### config.mk
export PLATFORM = sky130hd
export DESIGN_NAME = uart_link_responder
export DESIGN_NICKNAME = d
export VERILOG_FILES = /design/src/rtl/bus_link_pkg.sv /design/src/rtl/link_fifo.sv /design/src/rtl/uart_link_responder.sv
export SDC_FILE = /design/constraint.sdc
export NUM_CORES = 1
export LEC_CHECK = 0
export ABC_AREA = 1
export BUFFER_PORTS_ARGS = -buffer_cell sky130_fd_sc_hd__buf_2
export CAP_MARGIN = 0
export CORE_ASPECT_RATIO = 1.25
export CORE_UTILIZATION = 35
export DETAILED_ROUTE_END_ITERATION = 7
export PLACE_DENSITY_LB_ADDON = 0.08
export SYNTH_ARGS = -nofsm -noshare
export SYNTH_HDL_FRONTEND = slang
export SYNTH_SLANG_ARGS = --single-unit
### constraint.sdc
create_clock -name clk -period 2.96 [get_ports clk]
set_clock_uncertainty 0.05 [all_clocks]
set_input_delay 0.148 -clock clk [delete_from_list [all_inputs] [get_ports clk]]
set_output_delay 0.148 -clock clk [all_outputs]
set_load 0.05 [all_outputs]
### src/rtl/bus_link_pkg.sv
// Shared constants and FSM encodings for the UART ack/retry link responder.
package bus_link_pkg;

  localparam int ACK_BYTE_DEFAULT = 204;

  localparam logic [1:0] INSTR_IDLE  = 2'b00;
  localparam logic [1:0] INSTR_WRITE = 2'b10;

  typedef enum logic [1:0] {
    A_IDLE      = 2'b00,
    A_WAIT_DONE = 2'b01
  } ack_state_t;

  typedef enum logic [1:0] {
    M_IDLE = 2'b00,
    M_OUT  = 2'b01
  } mst_state_t;

endpackage

### src/rtl/link_fifo.sv
// Small synchronous FIFO buffering accepted link bytes; output is first-word fall-through.
module link_fifo #(
  parameter int DEPTH = 4,
  parameter int WIDTH = 8
) (
  input  logic                     clk,
  input  logic                     reset,
  input  logic                     push,
  input  logic                     pop,
  input  logic [WIDTH-1:0]         din,
  output logic [WIDTH-1:0]         dout,
  output logic                     full,
  output logic                     empty,
  output logic [$clog2(DEPTH):0]   count
);

  localparam int PTR_W = $clog2(DEPTH);
  localparam int CNT_W = PTR_W + 1;

  logic [WIDTH-1:0] mem [DEPTH];
  logic [PTR_W-1:0] wr_ptr;
  logic [PTR_W-1:0] rd_ptr;
  logic             do_push;
  logic             do_pop;

  assign do_push = push && !full;
  assign do_pop  = pop && !empty;
  assign full    = (count == CNT_W'(DEPTH));
  assign empty   = (count == '0);
  assign dout    = mem[rd_ptr];

  always_ff @(posedge clk) begin
    if (do_push) mem[wr_ptr] <= din;
  end

  always_ff @(posedge clk) begin
    if (!reset) begin
      wr_ptr <= '0;
      rd_ptr <= '0;
      count  <= '0;
    end else begin
      if (do_push) wr_ptr <= wr_ptr + 1'b1;
      if (do_pop)  rd_ptr <= rd_ptr + 1'b1;
      case ({do_push, do_pop})
        2'b10:   count <= count + 1'b1;
        2'b01:   count <= count - 1'b1;
        default: count <= count;
      endcase
    end
  end

endmodule

### src/rtl/uart_link_responder.sv
// Remote end of the UART ack/retry link: ACKs accepted bytes and replays them as bus writes.
// Optional duplicate filter for lost-ACK retransmissions is enabled with LINK_DUP_FILTER_EN.
module uart_link_responder
  import bus_link_pkg::*;
#(
  parameter int SLAVE_LEN    = 2,
  parameter int ADDR_LEN     = 12,
  parameter int DATA_LEN     = 8,
  parameter int BURST_LEN    = 12,
  parameter int ACK_BYTE     = ACK_BYTE_DEFAULT,
  parameter int FIFO_DEPTH   = 4,
  parameter int TARGET_SLAVE = 1,
  parameter int BASE_ADDR    = 0,
  parameter int DUP_WINDOW   = 60000
) (
  input  logic                 clk,
  input  logic                 reset,
  input  logic                 u_receive_sig,
  input  logic [DATA_LEN-1:0]  u_data_in,
  input  logic                 u_tx_busy,
  input  logic                 u_tx_done,
  output logic                 u_send_sig,
  output logic [DATA_LEN-1:0]  u_data_out,
  input  logic                 m_tx_done,
  output logic [1:0]           m_instruction,
  output logic [SLAVE_LEN-1:0] m_slave_select,
  output logic [ADDR_LEN-1:0]  m_address,
  output logic [DATA_LEN-1:0]  m_data_out,
  output logic [BURST_LEN-1:0] m_burst_num,
  output logic                 rx_drop
);

  localparam int CNT_W = $clog2(FIFO_DEPTH) + 1;

  ack_state_t a_state, a_next;
  mst_state_t m_state, m_next;

  logic                pend_valid, pend_valid_next;
  logic [DATA_LEN-1:0] pend_data, pend_data_next;
  logic                arr_valid;
  logic [DATA_LEN-1:0] arr_data;
  logic                is_dup;
  logic                ack_now, push, drop_now;

  logic                fifo_full, fifo_empty, pop;
  logic [DATA_LEN-1:0] fifo_dout;
  logic [CNT_W-1:0]    unused_fifo_count;

  logic [ADDR_LEN-1:0] addr_ptr, ptr_next, addr_next;
  logic [1:0]          instr_next;
  logic [DATA_LEN-1:0] mdata_next;

  link_fifo #(.DEPTH(FIFO_DEPTH), .WIDTH(DATA_LEN)) u_fifo (
    .clk   (clk),
    .reset (reset),
    .push  (push),
    .pop   (pop),
    .din   (arr_data),
    .dout  (fifo_dout),
    .full  (fifo_full),
    .empty (fifo_empty),
    .count (unused_fifo_count)
  );

  // A parked byte takes priority over the input port so arrival order is preserved.
  assign arr_valid = pend_valid || u_receive_sig;
  assign arr_data  = pend_valid ? pend_data : u_data_in;

`ifdef LINK_DUP_FILTER_EN
  localparam int WIN_W = $clog2(DUP_WINDOW + 1);

  logic [WIN_W-1:0]    win_cnt;
  logic [DATA_LEN-1:0] last_byte;

  assign is_dup = (arr_data == last_byte) && (win_cnt < WIN_W'(DUP_WINDOW));

  always_ff @(posedge clk) begin
    if (!reset) begin
      win_cnt   <= WIN_W'(DUP_WINDOW);
      last_byte <= '0;
    end else begin
      if (ack_now) last_byte <= arr_data;
      if (a_state == A_WAIT_DONE && u_tx_done) win_cnt <= '0;
      else if (win_cnt < WIN_W'(DUP_WINDOW)) win_cnt <= win_cnt + 1'b1;
    end
  end
`else
  localparam int unused_dup_window = DUP_WINDOW;
  assign is_dup = 1'b0;
`endif

  always_ff @(posedge clk) begin
    if (!reset) a_state <= A_IDLE;
    else        a_state <= a_next;
  end

  always_comb begin
    a_next = A_IDLE;
    case (a_state)
      A_IDLE:      a_next = ack_now ? A_WAIT_DONE : A_IDLE;
      A_WAIT_DONE: a_next = u_tx_done ? A_IDLE : A_WAIT_DONE;
      default:     a_next = A_IDLE;
    endcase
  end

  always_comb begin
    ack_now         = 1'b0;
    push            = 1'b0;
    drop_now        = 1'b0;
    pend_valid_next = pend_valid;
    pend_data_next  = pend_data;
    case (a_state)
      A_IDLE: begin
        if (arr_valid && u_tx_busy) begin
          if (u_receive_sig && !pend_valid) begin
            pend_valid_next = 1'b1;
            pend_data_next  = u_data_in;
          end else if (u_receive_sig) begin
            drop_now = 1'b1;
          end
        end else if (arr_valid) begin
          pend_valid_next = pend_valid && u_receive_sig;
          if (pend_valid && u_receive_sig) pend_data_next = u_data_in;
          if (is_dup) begin
            ack_now = 1'b1;
          end else if (!fifo_full) begin
            ack_now = 1'b1;
            push    = 1'b1;
          end else begin
            drop_now = 1'b1;
          end
        end
      end
      A_WAIT_DONE: begin
        if (u_receive_sig && !pend_valid) begin
          pend_valid_next = 1'b1;
          pend_data_next  = u_data_in;
        end else if (u_receive_sig) begin
          drop_now = 1'b1;
        end
      end
      default: pend_valid_next = 1'b0;
    endcase
  end

  always_ff @(posedge clk) begin
    if (!reset) begin
      pend_valid <= 1'b0;
      pend_data  <= '0;
      u_send_sig <= 1'b0;
      u_data_out <= '0;
      rx_drop    <= 1'b0;
    end else begin
      pend_valid <= pend_valid_next;
      pend_data  <= pend_data_next;
      u_send_sig <= ack_now;
      rx_drop    <= drop_now;
      if (ack_now) u_data_out <= DATA_LEN'(ACK_BYTE);
    end
  end

  always_ff @(posedge clk) begin
    if (!reset) m_state <= M_IDLE;
    else        m_state <= m_next;
  end

  always_comb begin
    m_next = M_IDLE;
    case (m_state)
      M_IDLE:  m_next = fifo_empty ? M_IDLE : M_OUT;
      M_OUT:   m_next = m_tx_done ? M_IDLE : M_OUT;
      default: m_next = M_IDLE;
    endcase
  end

  always_comb begin
    pop        = 1'b0;
    instr_next = m_instruction;
    addr_next  = m_address;
    mdata_next = m_data_out;
    ptr_next   = addr_ptr;
    case (m_state)
      M_IDLE: begin
        instr_next = INSTR_IDLE;
        if (!fifo_empty) begin
          pop        = 1'b1;
          instr_next = INSTR_WRITE;
          addr_next  = addr_ptr;
          mdata_next = fifo_dout;
        end
      end
      M_OUT: begin
        if (m_tx_done) begin
          instr_next = INSTR_IDLE;
          ptr_next   = addr_ptr + 1'b1;
        end
      end
      default: instr_next = INSTR_IDLE;
    endcase
  end

  always_ff @(posedge clk) begin
    if (!reset) begin
      m_instruction <= INSTR_IDLE;
      m_address     <= ADDR_LEN'(BASE_ADDR);
      m_data_out    <= '0;
      addr_ptr      <= ADDR_LEN'(BASE_ADDR);
    end else begin
      m_instruction <= instr_next;
      m_address     <= addr_next;
      m_data_out    <= mdata_next;
      addr_ptr      <= ptr_next;
    end
  end

  assign m_slave_select = SLAVE_LEN'(TARGET_SLAVE);
  assign m_burst_num    = '0;

endmodule

==> impl_metrics.sql, run 1 <==
INSERT INTO impl_metrics (metric_group, metric, value, unit) VALUES
('logic_synthesis', 'synthesis.area_per_instance', '8.36', 'µm²'),
('grt', 'grt_start_max_net_pins', '33', ''),
('pwr', 'p_leak', '1.88', 'nW'),
('sta', 'fin_tns_setup', '0', 'ns'),
('die', 'num_rows', '42', ''),
('detailed_routing', 'route.final.wire_length', '7940', 'µm'),
('setup_path', 'startpoint', 'pend_valid', ''),
('logic_synthesis', 'seq_area_frac_synth', '53.1', '%'),
('setup_path', 'start_kind', 'flop', ''),
('clock_tree', 'post_cts.resized_instances', '0', ''),
('layout', 'multi_input_comb_area', '1420', 'µm²'),
('sta', 'rsz_0062_raised_after_global_routing', 'no', ''),
('setup_path', 'setup.worst_path.end', 'u_fifo.count[2]', ''),
('die', 'design.portCount', '60', ''),
('grt', 'sum_of_overflow_across_all_layers_after_global_routing', '0', ''),
('sta', 'post-route-period-util', '77.0', '%'),
('setup_path', 'worst-path-max-fanout', '20', ''),
('detailed_routing', 'drc_errors', '0', ''),
('detailed_routing', 'vias', '2844', ''),
('clock_tree', 'tritoncts_num_sinks', '86', ''),
('setup_path', 'critical_path.reg2reg.startpoint', 'pend_valid', ''),
('hold_path', 'timing.hold.worst_path_depth', '4', ''),
('sta', 'finalSetupViolations', '0', ''),
('sta', 'final_hold_viol_count', '0', ''),
('die', 'design.core.area', '10600', 'µm²'),
('sta', 'relSlewSlack', '46.7', '%'),
('layout', 'finish.net_count', '512', ''),
('logic_synthesis', 'synthesized_flop_and_latch_total', '86', ''),
('setup_path', 'criticalPathCategory', 'reg2reg', ''),
('sta', 'finalMaxSlewViolations', '0', ''),
('die', 'die-height', '119', 'µm'),
('detailed_routing', 'route.detailed.wl_per_inst', '12.6', 'µm'),
('pwr', 'power_density', '983', 'nW/µm²'),
('place', 'dpl_cell_area', '4010', 'µm²'),
('setup_path', 'regToRegSetupSlack', '0.68', 'ns'),
('clock_tree', 'cts.root.buffer_cell', 'clkbuf_16', ''),
('logic_synthesis', 'synthesis.area', '3840', 'µm²'),
('grt', 'grt_usage', '15.5', '%'),
('layout', 'post_route_cells_drive_above_1_share', '13.5', '%'),
('setup_path', 'crit_path_arrival_time', '2.46', 'ns'),
('detailed_routing', 'antenna_left', '0', ''),
('logic_synthesis', 'synth_top_area_share', '28.1', '%'),
('grt', 'grt_antenna_before_repair', '0', ''),
('place', 'dpl.hpwl', '5620', 'µm'),
('run_status', 'status', 'finished clean', ''),
('setup_path', 'reg2reg_depth', '10', ''),
('place', 'preCtsSetupSlack', '0.681', 'ns'),
('sta', 'fmaxAchievable', '0.439', 'GHz'),
('clock_tree', 'cts_buffers', '9', ''),
('layout', 'antenna_cells_inserted', '0', ''),
('sta', 'timing_worst_slew_pin_value', '0.791', 'ns'),
('logic_synthesis', 'netlist-cell-type-count', '32', ''),
('logic_synthesis', 'synth_top_area_cell', 'dfxtp_1', ''),
('sta', 'final.min_clock_period', '2.28', 'ns'),
('layout', 'layout.filler_cells', '1095', ''),
('grt', 'grt_first_pass_wirelength', '13000', 'µm'),
('clock_tree', 'cts-root-to-sink-buffers', '2', ''),
('layout', 'ff_latch_area', '2040', 'µm²'),
('layout', 'post-route-util', '40.7', '%'),
('die', 'die_x', '95.7', 'µm'),
('sta', 'worst_slack', '0.680', 'ns'),
('pwr', 'peakVddDrop', '0.395', 'mV'),
('grt', 'first_global_vias', '2578', ''),
('layout', 'layout_common_cells', '120 x nor2_1, 57 x nand2_1, 54 x dfxtp_1', ''),
('die', 'initial_utilization', '36.2', '%'),
('clock_tree', 'post-cts-setup-buffers', '0', ''),
('place', 'placer_congestion', '0.792', ''),
('detailed_routing', 'drt-initial-drc-count', '107', ''),
('clock_tree', 'clock_tree_from_tritoncts', 'done', ''),
('hold_path', 'hold_path.class', 'in2reg', ''),
('setup_path', 'setup.worst_path.end_class', 'flop', '');
-- metal layers --
layer / GRT usage, % / up-vias / share of wire, % / wire length [µm]
li1: - / 1487 / - / -
met1: 19.7 / 1288 / 47 / 3700
met2: 25.1 / 54 / 49 / 3870
met3: 3.32 / 15 / 2.8 / 224
met4: 6.44 / 0 / 1.9 / 153
met5: 0 / - / 0 / 0
-- cell type report --
| cell class | instances | area share (%) |
|---|---|---|
| Timing Repair Buffer | 42 | 4.98 |
| Tap cell | 132 | 3.82 |
| Inverter | 45 | 3.91 |
| Multi-Input combinational cell | 307 | 32.8 |
| Clock buffer | 14 | 7.09 |
| Clock inverter | 2 | 0.231 |
| Sequential cell | 86 | 47.2 |
-- per-stage QoR --
step / hold WS [ns] / cells / total power [mW]
after floorplan: 0.261 / 477 / 2.84
after global placement: 0.389 / 612 / 3.13
after detailed placement: 0.392 / 612 / 3.14
after CTS: 0.0342 / 628 / 4.31
after global routing: 0.0944 / 628 / 4.54
final: 0.0416 / 628 / 4.25
-- cell families after synthesis --
| kind of cell | synth area share, % |
|---|---|
| XOR/XNOR | 0.228 |
| adder cells (fa/ha/maj) | 2.47 |
| AND/OR/NAND/NOR | 22.8 |
| flip-flops | 53.1 |
| other | 0.195 |
| buffers and inverters | 11.7 |
| AO/OA/AOI/OAI | 9.47 |
-- power by group --
part	internal, mW	switching, mW
sequential	1.45	0.143
combinational	0.357	1.14
clock	0.714	0.447
total	2.52	1.73
-- worst max-delay path, cell delays in order (launching register included) --
cell and delay, ns:
dfxtp_1 0.49, nor2_1 0.29, nor2_1 0.09, nand2_2 0.16, ha_1 0.20, inv_1 0.07
fa_1 0.43, nand2_1 0.08, nand3_1 0.09, o21ai_0 0.15, a21oi_1 0.05
-- flip-flops by register name, indices dropped and copies added, names as in the netlist, 2 cells and up --
signal and flops:
addr_ptr 12, m_address 12, m_data_out 8, pend_data 8, u_fifo.count 3, u_fifo.mem 32
u_fifo.rd_ptr 2, u_fifo.wr_ptr 2
-- synthesized netlist by cell type --
library cell    n
buf_2           5
dfxtp_1        54
o21ai_0        52
xor2_1          1
ha_1            6
nand3_2         2
buf_8           1
buf_4          25
o21ai_2         1
clkbuf_2        1
o211ai_1        1
nand4_1         3
nand3_4         2
nand3_1        17
nor3_1          2
conb_1          2
a21oi_1        15
o21ai_1         1
buf_6           3
inv_1          44
nor2_4          1
buf_1           1
o21a_1          1
nand2_2         3
nand2_1        57
clkinv_1        1
fa_1            1
nor3b_1         1
edfxtp_1       32
nor2_1        120
nor2_2          1
clkbuf_1        3
-- worst min path at each step --
stage	start	endpoint
5_1_grt	u_tx_done	a_state[0]
4_1_cts	u_tx_done	a_state[0]
2_1_floorplan	u_receive_sig	pend_valid
6_report	u_tx_done	a_state[0]
3_5_place_dp	u_tx_done	a_state[0]
3_3_place_gp	u_fifo.count[0]	u_fifo.count[0]
Power figures use the tool's default switching activity.
==> inputs of run 2 (changes only) <==
- clock period: 2.96 -> 2 ns (I/O delays scaled with it)
==> run 2 against run 1 <==
  * Sequential share of layout area down 0.92 points
  * Utilization up 0.84 points
  * Hold slack worse by 0.030 ns
  * Non-clock buffer count up 13
  * Register-to-register slack worse by 0.54 ns
  * Combinational power up 58%
  * Clock-buffer cell count down 3
  * Sequential power up 43%
  * Die area unchanged
  * Critical endpoint unchanged
==> impl_metrics.sql, run 2 (same netlist as run 1, synthesis figures left out) <==
INSERT INTO impl_metrics (metric_group, metric, value, unit) VALUES
('run_status', 'status', 'finished clean', ''),
('die', 'initial_utilization', '36.2', '%'),
('layout', 'antenna_cells_inserted', '0', ''),
('place', 'preCtsSetupSlack', '0.115', 'ns'),
('pwr', 'peakVddDrop', '0.990', 'mV'),
('layout', 'largest_reg_flops', '32', ''),
('layout', 'largest-register', 'u_fifo.mem', ''),
('layout', 'most_common_library_cell_in_the_layout_ignoring_fill_and_taps', 'nor2_1', ''),
('layout', 'top_regs', 'u_fifo.mem x32, addr_ptr x12, m_address x12', ''),
('place', 'placer_congestion', '0.767', ''),
('setup_path', 'crit_buf_inv', '2', ''),
('pwr', 'post-layout-total-power', '6.39', 'mW'),
('setup_path', 'start_kind', 'flop', ''),
('sta', 'fmaxAchievable', '0.539', 'GHz'),
('sta', 'timing_worst_slew_pin_value', '0.532', 'ns'),
('sta', 'worst_slack', '0.144', 'ns'),
('place', 'numPortBuffers', '40', ''),
('setup_path', 'criticalPathCategory', 'reg2reg', ''),
('setup_path', 'setup.worst_path.end_class', 'flop', ''),
('setup_path', 'crit_family', 'adder cells', ''),
('grt', 'grt_first_pass_wirelength', '13200', 'µm'),
('sta', 'fin_tns_setup', '0', 'ns'),
('hold_path', 'hold_path.class', 'in2reg', ''),
('die', 'die_x', '95.7', 'µm'),
('pwr', 'power_density', '1450', 'nW/µm²'),
('layout', 'layout-area-overhead-vs-synth', '14.8', '%'),
('setup_path', 'worstPathRequired', '2.17', 'ns'),
('grt', 'first_global_vias', '2734', ''),
('grt', 'grt_start_max_net_pins', '24', ''),
('setup_path', 'critical-path-max-stage-delay', '0.43', 'ns'),
('setup_path', 'worstPathCellList', 'inv_1, nand3_1, nand2_2, ha_1, inv_1, fa_1, nand2_1, nand3_1, o21ai_1, a21oi_1', ''),
('sta', 'final.min_clock_period', '1.86', 'ns'),
('clock_tree', 'clock_tree_from_tritoncts', 'done', ''),
('clock_tree', 'cts_max_level', '3', ''),
('die', 'die-height', '119', 'µm'),
('clock_tree', 'cts_buffers', '9', ''),
('layout', 'layout_common_cells', '120 x nor2_1, 57 x nand2_1, 53 x dfxtp_1', ''),
('sta', 'finalSetupViolations', '0', ''),
('die', 'design.portCount', '60', ''),
('setup_path', 'worst-path-max-fanout', '3', ''),
('clock_tree', 'post-cts-setup-buffers', '0', ''),
('detailed_routing', 'antenna_left', '0', ''),
('grt', 'grt_antenna_before_repair', '0', ''),
('detailed_routing', 'vias', '2887', ''),
('clock_tree', 'cts.root.buffer_cell', 'clkbuf_16', ''),
('run', 'maxCapViolCount', '0', ''),
('grt', 'grt_usage', '15.4', '%'),
('clock_tree', 'tritoncts_num_sinks', '86', ''),
('die', 'design.core.area', '10600', 'µm²'),
('pwr', 'p_leak', '1.94', 'nW'),
('detailed_routing', 'drt-initial-drc-count', '100', ''),
('die', 'design.die.area', '11400', 'µm²'),
('place', 'dpl.hpwl', '5350', 'µm'),
('clock_tree', 'cts.reportedPaths.clkPinSlew', '0.06', 'ns'),
('clock_tree', 'clock_insertion_delay_worst_skew', '0.33', 'ns'),
('sta', 'relSlewSlack', '64.1', '%'),
('sta', 'rsz_0062_raised_after_global_routing', 'no', ''),
('detailed_routing', 'drc_errors', '0', ''),
('clock_tree', 'cts-root-to-sink-buffers', '2', ''),
('detailed_routing', 'viasPerCell', '4.50', ''),
('sta', 'finalMaxSlewViolations', '0', ''),
('sta', 'final_hold_viol_count', '0', ''),
('grt', 'sum_of_overflow_across_all_layers_after_global_routing', '0', ''),
('detailed_routing', 'detailedRoute.firstPassIterationCount', '4', ''),
('sta', 'post-route-period-util', '92.8', '%'),
('layout', 'post_route_cells_drive_above_1_share', '15.9', '%'),
('detailed_routing', 'route.detailed.wl_per_inst', '12.0', 'µm'),
('setup_path', 'crit_path_arrival_time', '2.03', 'ns'),
('setup_path', 'cpMaxStageDelayCell', 'fa_1', ''),
('die', 'num_rows', '42', ''),
('layout', 'finish.net_count', '525', ''),
('detailed_routing', 'route.final.wire_length', '7710', 'µm');
==> run 2: per-layer routing <==
layer | GRT usage [%] | part of all wire [%]
met5 | 0 | 0
met1 | 19.6 | 47
met4 | 7.56 | 1.8
met3 | 2.43 | 2.7
met2 | 25.0 | 48
==> run 2: worst register-to-register path, cell delays in order (launching register included) <==
cell and delay (ns):
dfxtp_1 0.31, inv_1 0.11, nand3_1 0.13, nand2_2 0.10, ha_1 0.16, inv_1 0.07, fa_1 0.43, nand2_1 0.08
nand3_1 0.10, o21ai_1 0.16, a21oi_1 0.05
==> run 2: what timing repair did <==
action | in CTS | in global routing
hold buffers | 0 | 0
endpoints found under the setup margin | 0 | 1
gates resized for setup | 0 | 4
==> run 2: stage by stage <==
step           utilization [%]  cells  hold slack, ns  cell area (µm²)
6_report                  41.6    641          0.0111             4410
5_1_grt                   41.6    641          0.0192             4410
4_1_cts                   41.6    641        0.000921             4410
3_5_place_dp              38.7    625           0.356             4110
3_3_place_gp              38.7    625           0.347             4110
2_1_floorplan                -    477           0.213             3910
==> run 2: layout make-up <==
class	count	area, µm²
clock buffers	11	233
clock inverters	5	73.8
fillers	1105	6200
inverters	45	169
multi-input cells	307	1420
flip-flops and latches	86	2040
well taps	132	165
repair buffers	55	313
==> run 2: final timing paths <==
| path | end | startpoint | depth (start not counted) | slack [ns] |
|---|---|---|---|---|
| max reg2reg | u_fifo.count[2] | u_fifo.count[1] | 10 | 0.14 |
| min | a_state[0] | u_tx_done | 4 | 0.01 |
| min reg2reg | u_fifo.count[0] | u_fifo.count[0] | 1 | 0.39 |
| max | u_fifo.count[2] | u_fifo.count[1] | 10 | 0.14 |
==> run 2: power by group <==
| part | switching (mW) | internal, mW |
|---|---|---|
| clock | 0.646 | 1.09 |
| sequential | 0.144 | 2.15 |
| combinational | 1.76 | 0.600 |
| total | 2.55 | 3.84 |
==> inputs of run 3 (changes only) <==
- clock period: 2 -> 1.72 ns (I/O delays scaled with it)
==> run 3 against run 2 <==
  * Critical path type unchanged
  * Clock-buffer cell count increased by 2
  * Total power increased by 13%
  * Design area increased by 0.82%
  * Hold slack improved by 0.015 ns
  * Via count increased by 0.80%
  * Combinational power increased by 20%
  * Register-to-register slack got worse by 0.04 ns
==> impl_metrics.sql, run 3 (same netlist as run 1, synthesis figures left out) <==
INSERT INTO impl_metrics (metric_group, metric, value, unit) VALUES
('sta', 'relSlewSlack', '66.2', '%'),
('setup_path', 'critPathMostFrequentCell', 'inv_2', ''),
('layout', 'most_common_library_cell_in_the_layout_ignoring_fill_and_taps', 'nor2_1', ''),
('die', 'num_rows', '42', ''),
('clock_tree', 'cts.root.buffer_cell', 'clkbuf_16', ''),
('sta', 'fin_tns_setup', '0', 'ns'),
('setup_path', 'crit_buf_inv', '3', ''),
('pwr', 'post-layout-total-power', '7.24', 'mW'),
('layout', 'layout_common_cells', '117 x nor2_1, 56 x nand2_1, 51 x o21ai_0', ''),
('grt', 'first_global_vias', '2617', ''),
('detailed_routing', 'antenna_left', '0', ''),
('setup_path', 'cpMaxStageDelayCell', 'dfxtp_2', ''),
('layout', 'layout.filler_cells', '1086', ''),
('layout', 'post-route-util', '41.9', '%'),
('setup_path', 'critical-path-max-stage-delay', '0.34', 'ns'),
('run_status', 'status', 'finished clean', ''),
('die', 'design.core.area', '10600', 'µm²'),
('setup_path', 'worstPathRequired', '1.90', 'ns'),
('clock_tree', 'cts_buffers', '9', ''),
('grt', 'grt_start_max_net_pins', '24', ''),
('grt', 'grt_first_pass_wirelength', '12900', 'µm'),
('layout', 'top_regs', 'u_fifo.mem x32, addr_ptr x12, m_address x12', ''),
('pwr', 'peakVddDrop', '0.982', 'mV'),
('pwr', 'reported_net_switching_power', '3.01', 'mW'),
('layout', 'post_route_cells_drive_above_1_share', '19.0', '%'),
('sta', 'worst_slack', '0.103', 'ns'),
('sta', 'rsz_0062_raised_after_global_routing', 'no', ''),
('die', 'die-height', '119', 'µm'),
('clock_tree', 'cts.reportedPaths.clkPinSlew', '0.06', 'ns'),
('die', 'die_x', '95.7', 'µm'),
('hold_path', 'hold_path.class', 'in2reg', ''),
('clock_tree', 'cts_max_level', '3', ''),
('place', 'dpl.hpwl', '5470', 'µm'),
('sta', 'final.min_clock_period', '1.62', 'ns'),
('layout', 'largest_reg_flops', '32', ''),
('sta', 'post-route-period-util', '94.0', '%'),
('setup_path', 'setup.worst_path.end_class', 'flop', ''),
('detailed_routing', 'detailedRoute.firstPassIterationCount', '4', ''),
('grt', 'grt_usage', '15.1', '%'),
('pwr', 'p_comb_share', '39.1', '%'),
('detailed_routing', 'route.detailed.wl_per_inst', '12.2', 'µm'),
('pwr', 'switching_share', '41.6', '%'),
('sta', 'timing_worst_slew_pin_value', '0.501', 'ns'),
('layout', 'largest-register', 'u_fifo.mem', ''),
('sta', 'tightest_hold_margin', '0.0261', 'ns'),
('pwr', 'power_density', '1630', 'nW/µm²'),
('place', 'numPortBuffers', '40', ''),
('grt', 'grt_antenna_before_repair', '0', ''),
('setup_path', 'crit_path_arrival_time', '1.79', 'ns'),
('setup_path', 'criticalPathCategory', 'reg2reg', ''),
('layout', 'layout-area-overhead-vs-synth', '15.7', '%'),
('sta', 'finalMaxSlewViolations', '0', ''),
('pwr', 'p_leak', '1.94', 'nW'),
('layout', 'finish.net_count', '531', ''),
('clock_tree', 'cts-root-to-sink-buffers', '2', ''),
('detailed_routing', 'drt-initial-drc-count', '115', ''),
('clock_tree', 'clock_tree_from_tritoncts', 'done', ''),
('pwr', 'power.internal', '4.23', 'mW'),
('die', 'design.portCount', '60', ''),
('detailed_routing', 'viasPerCell', '4.50', ''),
('grt', 'sum_of_overflow_across_all_layers_after_global_routing', '0', ''),
('setup_path', 'start_kind', 'flop', ''),
('sta', 'finalSetupViolations', '0', ''),
('pwr', 'power.share.clock', '23.6', '%'),
('die', 'design.die.area', '11400', 'µm²'),
('setup_path', 'worstPathCellList', 'inv_2, nand3_2, nand2_2, inv_2, ha_4, inv_2, fa_2, nand2_2, nand3_2, o21ai_2, a21oi_1', ''),
('clock_tree', 'tritoncts_num_sinks', '86', ''),
('detailed_routing', 'drc_errors', '0', ''),
('place', 'preCtsSetupSlack', '0.0193', 'ns'),
('detailed_routing', 'route.final.wire_length', '7890', 'µm'),
('setup_path', 'crit_family', 'adder cells', ''),
('place', 'placer_congestion', '0.802', ''),
('pwr', 'seqPwrFrac', '37.2', '%'),
('sta', 'final_hold_viol_count', '0', ''),
('detailed_routing', 'vias', '2910', ''),
('clock_tree', 'clock_insertion_delay_worst_skew', '0.34', 'ns'),
('sta', 'fmaxAchievable', '0.618', 'GHz'),
('run', 'maxCapViolCount', '0', ''),
('layout', 'antenna_cells_inserted', '0', ''),
('setup_path', 'worst-path-max-fanout', '3', ''),
('die', 'initial_utilization', '36.2', '%');
[run 3: final timing paths]
check | slack [ns] | end | startpoint | cells past startpoint
worst min register to register | 0.38 | u_fifo.count[0] | u_fifo.count[0] | 1
worst max-delay path | 0.10 | u_fifo.count[2] | u_fifo.count[2] | 11
worst max register to register | 0.10 | u_fifo.count[2] | u_fifo.count[2] | 11
worst min-delay path | 0.03 | pend_data[4] | u_data_in[4] | 5
[run 3: worst min-delay path, stage by stage]
cell     delay [ns]
buf_2          0.07
inv_1          0.04
nand3_1        0.07
nand2_1        0.05
nor2_1         0.07
[run 3: metrics by stage]
step                      instance area (µm²)  std cells
after global routing                     4450        647
after global placement                   4160        629
after detailed placement                 4160        629
final                                    4450        647
after CTS                                4420        646
after floorplan                          3940        477
[run 3: power groups by stage]
stage / registers, mW / logic [mW] / clock network [mW]
finish: 2.70 / 2.83 / 1.71
global route: 2.75 / 3.13 / 1.83
CTS: 2.70 / 2.83 / 1.75
detailed placement: 2.74 / 2.83 / 0
global placement: 2.73 / 2.80 / 0
floorplan: 3.51 / 1.44 / 0
[run 3: routing by layer]
layer / vias to the layer above / share of wire (%) / track usage, %
li1: 1533 / - / -
met1: 1322 / 49 / 20.2
met2: 48 / 46 / 23.5
met3: 7 / 3.1 / 3.19
met4: 0 / 1.6 / 6.44
met5: - / 0 / 0
[run 3: what timing repair did]
item | 4_1_cts | 5_1_grt
hold endpoints to repair | 1 | 0
hold buffers | 1 | 0
setup endpoints to repair | 0 | 1
gates resized for setup | 0 | 7
setup buffers | 0 | 1
[run 3: cell type report]
cell class | instances | area, µm² | share of cell area (%)
repair buffers | 61 | 360 | 8.10
clock buffers | 13 | 240 | 5.40
flip-flops and latches | 86 | 2050 | 46.0
inverters | 45 | 169 | 3.80
clock inverters | 3 | 12.5 | 0.281
multi-input cells | 307 | 1460 | 32.7
well taps | 132 | 165 | 3.71
